<file path="config.mk">
export PLATFORM = sky130hd
export DESIGN_NAME = core_sequencer
export DESIGN_NICKNAME = d
export VERILOG_FILES = /design/src/rtl/core_sequencer.sv
export SDC_FILE = /design/constraint.sdc
export NUM_CORES = 1
export LEC_CHECK = 0
export ABC_AREA = 1
export CORE_MARGIN = 4
export CORE_UTILIZATION = 29
export DETAILED_ROUTE_END_ITERATION = 8
export HOLD_SLACK_MARGIN = 0.15
export PLACE_DENSITY = 0.77
export RECOVER_POWER = 100
export SETUP_SLACK_MARGIN = 0.02
export SLEW_MARGIN = 20
export SYNTH_ARGS = -nofsm -noshare
export SYNTH_HDL_FRONTEND = slang
export SYNTH_SLANG_ARGS = --single-unit
export TNS_END_PERCENT = 50
</file>
<file path="constraint.sdc">
create_clock -name clk -period 1.6 [get_ports clk]
set_clock_uncertainty 0.15 [all_clocks]
set_input_delay 0.16 -clock clk [delete_from_list [all_inputs] [get_ports clk]]
set_output_delay 0.16 -clock clk [all_outputs]
set_load 0.1 [all_outputs]
</file>
<file path="src/rtl/core_sequencer.sv">
`default_nettype none
// core_sequencer: multi-cycle control FSM for the RV32I softcore (fetch/decode/exec/mem/wb/trap/halt).
// Optional build macro DM_TIMEOUT_EN adds a data-memory wait-cycle limit that traps with a bus-fault cause.
module core_sequencer #(
    parameter int MEM_TIMEOUT = 15,
    parameter int TO_W        = 4
) (
    input  logic       clk,
    input  logic       reset,
    input  logic       im_valid,
    input  logic       dm_ready,
    input  logic       dec_regwrite,
    input  logic       dec_jump,
    input  logic       dec_jr,
    input  logic       dec_br,
    input  logic       dec_pc_update,
    input  logic       dec_pc_mepc,
    input  logic       dec_dm_we,
    input  logic [3:0] dec_dm_be,
    input  logic       dec_csr_write,
    input  logic       dec_csr_set,
    input  logic       dec_csr_clear,
    input  logic       dec_exc_unsupported,
    input  logic       dec_exc_illegal,
    input  logic       dec_exc_load_mis,
    input  logic       dec_exc_store_mis,
    input  logic       dec_bug_onehot,
    input  logic       br_taken,
    output logic       im_req,
    output logic       ir_we,
    output logic       dm_req,
    output logic       dm_we,
    output logic       rf_we,
    output logic       csr_we,
    output logic       pc_we,
    output logic [1:0] pc_sel,
    output logic       trap_enter,
    output logic [3:0] mcause,
    output logic       instret,
    output logic       halted
);

    typedef enum logic [2:0] {
        S_FETCH  = 3'd0,
        S_DECODE = 3'd1,
        S_EXEC   = 3'd2,
        S_MEM    = 3'd3,
        S_WB     = 3'd4,
        S_TRAP   = 3'd5,
        S_HALT   = 3'd6
    } state_t;

    state_t     state;
    state_t     state_next;
    logic [3:0] mcause_next;

    if (MEM_TIMEOUT >= (1 << TO_W)) begin : g_param_check
        $error("core_sequencer: MEM_TIMEOUT must be below 2**TO_W");
    end

`ifdef DM_TIMEOUT_EN
    logic [TO_W-1:0] to_cnt;

    // Held at zero outside S_MEM so every access starts counting from zero.
    always_ff @(posedge clk or posedge reset) begin
        if (reset) begin
            to_cnt <= '0;
        end else if (state != S_MEM) begin
            to_cnt <= '0;
        end else if (!dm_ready) begin
            to_cnt <= to_cnt + 1'b1;
        end
    end
`endif

    always_ff @(posedge clk or posedge reset) begin
        if (reset) begin
            state  <= S_FETCH;
            mcause <= 4'd0;
        end else begin
            state  <= state_next;
            mcause <= mcause_next;
        end
    end

    always_comb begin
        state_next  = state;
        mcause_next = mcause;
        im_req      = 1'b0;
        ir_we       = 1'b0;
        dm_req      = 1'b0;
        dm_we       = 1'b0;
        rf_we       = 1'b0;
        csr_we      = 1'b0;
        pc_we       = 1'b0;
        pc_sel      = 2'b00;
        trap_enter  = 1'b0;
        instret     = 1'b0;
        halted      = 1'b0;
        case (state)
            S_FETCH: begin
                // The state register already sits in S_FETCH while reset is held.
                im_req = !reset;
                ir_we  = im_valid && !reset;
                if (im_valid) begin
                    state_next = S_DECODE;
                end
            end
            S_DECODE: begin
                if (dec_bug_onehot) begin
                    state_next = S_HALT;
                end else if (dec_exc_unsupported || dec_exc_illegal) begin
                    mcause_next = 4'd2;
                    state_next  = S_TRAP;
                end else if (dec_exc_load_mis) begin
                    mcause_next = 4'd4;
                    state_next  = S_TRAP;
                end else if (dec_exc_store_mis) begin
                    mcause_next = 4'd6;
                    state_next  = S_TRAP;
                end else begin
                    state_next = S_EXEC;
                end
            end
            S_EXEC: begin
                state_next = (dec_dm_be != 4'd0) ? S_MEM : S_WB;
            end
            S_MEM: begin
                dm_req = 1'b1;
                dm_we  = dec_dm_we;
                if (dm_ready) begin
                    state_next = S_WB;
                end
`ifdef DM_TIMEOUT_EN
                else if (to_cnt == TO_W'(MEM_TIMEOUT - 1)) begin
                    mcause_next = dec_dm_we ? 4'd7 : 4'd5;
                    state_next  = S_TRAP;
                end
`endif
            end
            S_WB: begin
                rf_we   = dec_regwrite;
                csr_we  = dec_csr_write | dec_csr_set | dec_csr_clear;
                pc_we   = 1'b1;
                instret = 1'b1;
                if (dec_pc_mepc) begin
                    pc_sel = 2'b10;
                end else if (dec_jump || dec_jr || (dec_br && br_taken)) begin
                    pc_sel = 2'b01;
                end
                state_next = S_FETCH;
            end
            S_TRAP: begin
                trap_enter = 1'b1;
                pc_we      = 1'b1;
                pc_sel     = 2'b11;
                state_next = S_FETCH;
            end
            S_HALT: begin
                halted = 1'b1;
            end
            default: begin
                state_next = S_FETCH;
            end
        endcase
    end

    // dec_pc_update is implied by the WB/TRAP pc_we strobes and carries no extra meaning here.
    logic unused_ok;
    assign unused_ok = dec_pc_update;

endmodule
`default_nettype wire
</file>
; Yosys cells after proc, flatten, opt, wreduce, memory -nomap -nowiden
; Index checks and enable logic that the tools add are counted.
[classes]
bitwise = 4
mux = 24
n_reduce_logical = 12
n_eq_ne = 8
[ops]
columns = cell, count
row1 = $mux W3, 7
row2 = $pmux W3 S5, 1
row3 = $mux W4, 3
row4 = $mux W1, 11
row5 = $eq A3 B3 Y1 const B, 3
row6 = $eq A3 B2 Y1 const B, 2
row7 = $reduce_and A3 Y1, 2
row8 = $ne A2 B2 Y1 const B, 2
row9 = $pmux W2 S2, 1
row10 = $reduce_bool A4 Y1, 1
row11 = $eq A3 B1 Y1 const B, 1
row12 = $logic_not A3 Y1, 1
row13 = $logic_or A1 B1 Y1, 3
row14 = $reduce_bool A3 Y1, 1
row15 = $logic_and A1 B1 Y1, 2
row16 = $mux W2, 1
row17 = $not A1 Y1, 2
row18 = $or A1 B1 Y1, 2
row19 = $reduce_or A2 Y1, 1
row20 = $logic_not A1 Y1, 1
[word_totals]
regBits = 7
output_inout_bits = 16
inputBits = 24

; Depth between registers and ports, before layout
; Gate-level depths: netlist (run 1).
[depth]
word_depth = 5
mapped_depth = 8

; Least setup slack after synthesis (run 1)
; Ideal clock, no wire load.
[synth_path]
kind = reg2out
start = reg state[1]
end = out pc_sel[1]
path_stages_with_launch = 6
required_time_ps = 1290
t_arrival_ps = 3078
slack_ps = -1788
n_path_buf = 0
path_cell_list = dfrtp_1 > inv_1 > nand2_1 > nor2_1 > inv_1 > o21ai_0
[synth_between]
elab_chain_cells = 2
elab_cells_between_ends = 3
cone_classes = eq/ne (2) / mux (1)
[synth_lines]
columns = element, line_no
row1 = from (decl), 53  ; state_t state;
row2 = from (signal assigned), 81  ; state <= state_next;
row3 = $eq A3 B3 Y1, 100  ; case (state)
row4 = $pmux W2 S2 (*), 100
row5 = to (decl), 36  ; output logic [1:0] pc_sel,
; Mark *: on every way between the ends. The rest lies on a longest branch, timed or not.

; Final worst setup path (run 1)
[layout_path]
start = reg state[0]
end = out csr_we
[layout_between]
elab_chain_cells = 2
[layout_lines]
columns = element, line_no
row1 = $eq A3 B3 Y1, 100
row2 = $mux W1, 100
row3 = to (decl), 34  ; output logic csr_we,
; No other way between the ends.

==> results.yml, run 1 <==
clock_tree:
  cts_max_level: 1
  cts_root_buffer: "clkbuf_4"
  clk_path_buf_depth: 2
  numCtsBuffers: 3
  clk_latency_ps: 250
  cts.sinks: 5
  cts_tree: "done"
  path_clk_slew_ps: 40
detailed_routing:
  drc: 0
  drt_first_pass_iters: 4
  post_drt_wl_per_cell_um: 15.9
  totalWireLength_um: 2250
  vias: 680
  drt_iter0_drc: 3
  vias_per_cell: 4.82
  postRouteAntennaNets: 0
job:
  cap_viol_max_count: 0
timing:
  hold_viol: 0
  finalCritPeriodShare_pct: 107
  rsz0062_at_grt: "true"
  worst_pin_slew_ps: 545
  setup_viol: 9
  finalMaxSlewViolations: 0
  fmax_ghz: 0.585
  max_slew_margin_pct: 63.8
  layout_min_cycle_time_ps: 1710
  setup_tns_ps: -449
  fin_ws_ps: -108
power:
  comb_power_share_pct: 83.7
  power_per_cell_area_nw_per_um2: 2120
  p_seq_share_pct: 10.2
  leakage_nw: 0.551
  swShare_pct: 59.9
  p_int_mw: 0.988
  power.share.clock_pct: 6.1
  finalPower_mw: 2.46
  power_switching_mw: 1.47
  max-vdd-ir-drop_mv: 1.21
worst_setup_path:
  crit_path_max_fanout: 4
  cp_slowest_stage_delay_ps: 400
  critPathLaunchType: "flop"
  arrival_ps: 1400
  crit_required_ps: 1290
  worstPathCellList: "inv_2 > nand3_4 > buf_4 > nor2_4 > buf_12"
  path_class: "flop to primary output"
  cp-end-kind: "primary output"
  crit_path_top_delay_cell: "dfrtp_1"
finish:
  fillers: 74
  antenna_cells: 0
  drive_gt1_share_pct: 42.9
  final_cells: 141
  nets: 151
  syn2layout_area_growth_pct: 166
die:
  die_w_um: 46.8
  die_h_um: 46.8
  core_um2: 1370
  die_area_um2: 2190
  start_util_pct: 32.0
  core.rowCount: 13
  pin_count: 40
yosys:
  seq_area_frac_synth_pct: 28.7
  synth-warning-count: 0
  synth_edf_count: 0
  netlist_area_um2: 437
  synth_top_area_share_pct: 28.7
  async_flop_share_pct: 100
  ys_ff_latch: 5
  synth_area_leaders: "dfrtp_1 (29%), nand2_1 (15%), inv_1 (13%)"
  syn_avg_cell_area_um2: 5.75
  synthFlopType: "dfrtp_1"
  yosysUniqueCellTypes: 15
  synth_common_cells: "nand2_1 (17), inv_1 (15), nor2_1 (14)"
  netlist_instances: 76
  synth.most_common_cell: "nand2_1"
  yosys.area.top_type: "dfrtp_1"
global_routing:
  grt.met1_usage_pct: 17.5
  gr-total-overflow: 0
  met3_usage_pct: 4.60
  grt_pass1_vias: 681
  grt_usage_pct: 21.0
  grtUsageMet2_pct: 41.7
  antenna_found_initial: 0
  grt.busiest_layer: "met2"
  grt_pass1_wl_um: 3050
  grt_max_degree: 6
placement:
  place_ws_ps: 63.8
  gp_congestion: 0.804
  dpl.hpwl_um: 1330
  placedCellCount: 129
  numPortBuffers: 36
worst_hold_path:
  worstHoldPathType: "flop to flop"
run_status:
  status: "finished with violations"
  violations: "setup timing"
==> routing by layer <==
layer	vias to the layer above	wire length (um)
li1	327	-
met1	308	771
met2	36	1200
met3	9	184
met4	0	87
met5	-	0
==> metrics by stage <==
stage	cell area, um2	hold slack [ps]	utilization [%]
3_3_place_gp	1010	343	74.2
4_1_cts	1120	412	81.7
2_1_floorplan	487	-211	-
3_5_place_dp	1010	366	74.2
6_report	1160	347	85.2
5_1_grt	1160	390	85.2
==> sequential cells by signal, summed over array words and instances, names as in the netlist <==
| signal | count |
|---|---|
| state | 3 |
| mcause | 2 |
==> what timing repair did <==
action / 4_1_cts / 5_1_grt
gates resized for setup: 9 / 14
setup buffers: 3 / 4
setup endpoints to repair: 9 / 11
pin swaps: 2 / 4
hold buffers: 1 / 0
endpoints found under the hold margin: 5 / 0
==> logic make-up (layout without fill, tap and decap cells) <==
| logic type | count (synthesis) | in the layout | synth area share, % |
|---|---|---|---|
| AOI/OAI and AO/OA | 3 | 3 | 3.44 |
| buffers and inverters | 19 | 68 | 18.1 |
| DFF | 5 | 5 | 28.7 |
| other | 1 | 2 | 0.859 |
| and+or+nand+nor | 48 | 48 | 49.0 |
==> power groups by stage <==
stage	registers, mW	logic (mW)	clock network, mW
after floorplan	0.401	0.974	0
after CTS	0.253	1.95	0.149
final	0.250	2.06	0.151
after global routing	0.259	2.14	0.162
after detailed placement	0.239	1.80	0
after global placement	0.233	1.77	0
==> placed cells by master, fill, tap and decap left out, types with 2 or more instances in the layout <==
master and count:
buf_12 13, buf_4 9, clkbuf_2 2, clkbuf_4 3, clkdlybuf4s50_1 21, conb_1 2, dfrtp_1 4, dlygate4sd3_1 2
inv_1 9, inv_2 4, inv_4 2, nand2_1 15, nand2_4 3, nand3_1 5, nand3_2 2, nand3_4 2
nand4_1 2, nor2_1 8, nor2_2 2, nor2_4 6, o21ai_1 2
==> path summary, 6_finish.rpt <==
check                                      start               endpoint  slack [ps]  depth (start not counted)
max in group asynchronous                  reset   state[2]$_DFFE_PP0P_         300                          3
max reg2reg                 state[2]$_DFFE_PP0P_   state[0]$_DFFE_PP0P_         200                          8
min                        mcause[2]$_DFFE_PP0P_  mcause[2]$_DFFE_PP0P_         350                          2
min in group asynchronous                  reset  mcause[1]$_DFFE_PP0P_         820                          3
max                         state[0]$_DFFE_PP0P_                 csr_we        -110                          5
min reg2reg                mcause[2]$_DFFE_PP0P_  mcause[2]$_DFFE_PP0P_         350                          2
==> final cells by class <==
type                       instances  area (um2)  share of cell area (%)
timing repair buffer              47         568                    48.8
inverter                          17        77.6                    6.67
sequential                         5         126                    10.9
clock buffer                       4        26.3                    2.26
tap                               15        18.8                    1.61
multi-input combinational         53         347                    29.8
==> worst max-delay path: cells and delay by family, from the launching register on <==
kind	cells	cell delay (ps)
buf+inv	3	490
flops	1	400
simple gates	2	260
No activity file was read; power rests on OpenSTA's default activity.
==> run 2, diff against run 1 <==
--- a/config.mk
+++ b/config.mk
@@ -7,10 +7,10 @@
 export LEC_CHECK = 0
 export ABC_AREA = 1
 export CORE_MARGIN = 4
-export CORE_UTILIZATION = 29
+export CORE_UTILIZATION = 26
 export DETAILED_ROUTE_END_ITERATION = 8
 export HOLD_SLACK_MARGIN = 0.15
-export PLACE_DENSITY = 0.77
+export PLACE_DENSITY = 0.73
 export RECOVER_POWER = 100
 export SETUP_SLACK_MARGIN = 0.02
 export SLEW_MARGIN = 20
==> constraint.sdc (replaced) <==
create_clock -name clk -period 1.4 [get_ports clk]
set_clock_uncertainty 0.15 [all_clocks]
set_input_delay 0.14 -clock clk [delete_from_list [all_inputs] [get_ports clk]]
set_output_delay 0.14 -clock clk [all_outputs]
set_load 0.1 [all_outputs]
==> results.yml, run 2 (synthesis gave the netlist of run 1 again) <==
detailed_routing:
  highest_layer: "met4"
  vias_per_cell: 4.54
  post_drt_wl_per_cell_um: 11.6
  totalWireLength_um: 1650
  postRouteAntennaNets: 0
  met2_length_um: 959
  m1WireLength_um: 557
  drc: 0
  drt_iter0_drc: 2
  drt_first_pass_iters: 2
  wl_met3_um: 101
  vias: 644
placement:
  dpl.hpwl_um: 1370
  numPortBuffers: 36
  gp_congestion: 0.791
  place_ws_ps: -30.1
  placedCellCount: 133
global_routing:
  antenna_found_initial: 0
  grt_pass1_vias: 640
  grt_pass1_wl_um: 2560
  gr-total-overflow: 0
  grt_max_degree: 6
  grt_usage_pct: 12.9
worst_hold_path:
  hp-start: "mcause[2]$_DFFE_PP0P_"
  worstHoldPathCells: 2
  whs_endpoint: "mcause[2]$_DFFE_PP0P_"
  worstHoldPathType: "flop to flop"
finish:
  layout_commonest_cell: "clkdlybuf4s50_1"
  drive_gt1_share_pct: 43.7
  nets: 151
  regArea_um2: 125
  fin_util_pct: 76.1
  largest_reg_flops: 3
  layout_common_cells: "clkdlybuf4s50_1 (21), nand2_1 (15), buf_12 (13)"
  syn2layout_area_growth_pct: 168
  reg_top3: "state x3, mcause x2"
  final_cells: 142
  fillers: 102
  antenna_cells: 0
  top_register: "state"
  multi_input_area_um2: 349
timing:
  rsz0062_at_grt: "true"
  layout_min_cycle_time_ps: 1640
  hold_viol: 0
  fin_ws_ps: -240
  setup_viol: 12
  fmax_ghz: 0.610
  finalMaxSlewViolations: 0
  finalCritPeriodShare_pct: 117
power:
  finalPower_mw: 2.77
  power_switching_mw: 1.61
  p_seq_share_pct: 9.5
  swShare_pct: 58.0
  comb_power_share_pct: 84.5
  leakage_nw: 0.551
  p_int_mw: 1.17
  power.share.clock_pct: 6.0
  max-vdd-ir-drop_mv: 1.17
  power_per_cell_area_nw_per_um2: 2370
run_status:
  status: "finished with violations"
  violations: "setup timing"
die:
  pin_count: 40
  die_area_um2: 2400
  start_util_pct: 28.3
  die_w_um: 49.0
  die_h_um: 49.0
  core_um2: 1540
  core.rowCount: 14
worst_setup_path:
  rr_startpoint: "state[2]$_DFFE_PP0P_"
  r2r_slack_ps: 60
  critPathLaunchType: "flop"
  cp-end-kind: "primary output"
  crit_required_ps: 1110
  reg2reg_to: "state[0]$_DFFE_PP0P_"
  crit_path_max_fanout: 4
  path_class: "flop to primary output"
  arrival_ps: 1350
  rr_worst_depth: 8
clock_tree:
  clk_latency_ps: 240
  cts_max_level: 1
  cts.sinks: 5
  cts_tree: "done"
  cts_root_buffer: "clkbuf_4"
  numCtsBuffers: 3
  clk_path_buf_depth: 2
  path_clk_slew_ps: 40
job:
  cap_viol_max_count: 0
-- run 2: cell types whose count changed in the layout (fill, tap and decap cells not counted), moves of 2 or more --
| cell | delta |
|---|---|
| clkbuf_4 | +2 |
| nor2_4 | -3 |
| inv_2 | +3 |
| inv_4 | -2 |
| clkbuf_2 | -2 |
| nor2_2 | +4 |
| buf_4 | -3 |
| buf_6 | +3 |
-- run 2: how the worst max path moves through the flow --
| stage | slack [ps] | startpoint | endpoint |
|---|---|---|---|
| final | -240 | state[2]$_DFFE_PP0P_ | ir_we |
| after global routing | -280 | state[2]$_DFFE_PP0P_ | ir_we |
| after CTS | -210 | state[2]$_DFFE_PP0P_ | pc_sel[1] |
| after detailed placement | -30 | state[0]$_DFFE_PP0P_ | pc_sel[0] |
| after global placement | 10 | dec_exc_illegal | state[0]$_DFFE_PP0P_ |
| after floorplan | -420 | state[1]$_DFFE_PP0P_ | pc_sel[1] |
-- run 2: metal layers --
| layer | global-route usage [%] | up-vias |
|---|---|---|
| met3 | 1.53 | 4 |
| li1 | - | 334 |
| met4 | 6.28 | 0 |
| met5 | 0 | - |
| met1 | 12.8 | 278 |
| met2 | 25.4 | 28 |
-- run 2: timing repair --
| action | CTS | global route |
|---|---|---|
| endpoints found under the hold margin | 5 | 0 |
| endpoints found under the setup margin | 12 | 15 |
| buffers inserted | 1 | 3 |
| hold buffers | 1 | 0 |
| pin swaps | 2 | 5 |
| gates resized for setup | 10 | 4 |
-- run 2: layout make-up --
class | count | area share (%)
Clock buffer | 4 | 2.24
Inverter | 17 | 5.76
Multi-Input combinational cell | 53 | 29.8
Sequential cell | 5 | 10.7
Tap cell | 16 | 1.71
Timing Repair Buffer | 47 | 49.8
-- run 2: worst max-delay path, cell delays in order (launching register included) --
cell and delay [ps]:
dfrtp_1 420, inv_2 140, nand3_4 110, nor3_4 240, buf_12 200
-- run 2: metrics by stage --
stage	instance area, um2	hold WS [ps]	setup TNS [ps]
2_1_floorplan	512	-231	-3040
3_3_place_gp	1060	327	0
3_5_place_dp	1060	339	-49.0
4_1_cts	1140	412	-1720
5_1_grt	1170	365	-2770
6_report	1170	351	-2110
-- run 2: power groups by stage --
stage	sequential [mW]	combinational (mW)	clock, mW
6_report	0.264	2.34	0.165
5_1_grt	0.269	2.44	0.172
4_1_cts	0.277	2.24	0.166
3_5_place_dp	0.273	2.14	0
3_3_place_gp	0.269	2.11	0
2_1_floorplan	0.465	1.15	0
==> run 3, diff against run 2 <==
--- a/config.mk
+++ b/config.mk
@@ -12,7 +12,7 @@
 export HOLD_SLACK_MARGIN = 0.15
 export PLACE_DENSITY = 0.73
 export RECOVER_POWER = 100
-export SETUP_SLACK_MARGIN = 0.02
+export SETUP_SLACK_MARGIN = 0.05
 export SLEW_MARGIN = 20
 export SYNTH_ARGS = -nofsm -noshare
 export SYNTH_HDL_FRONTEND = slang
==> results of run 3 <==
Final layout, timing and power as in run 2 (identical DEF).
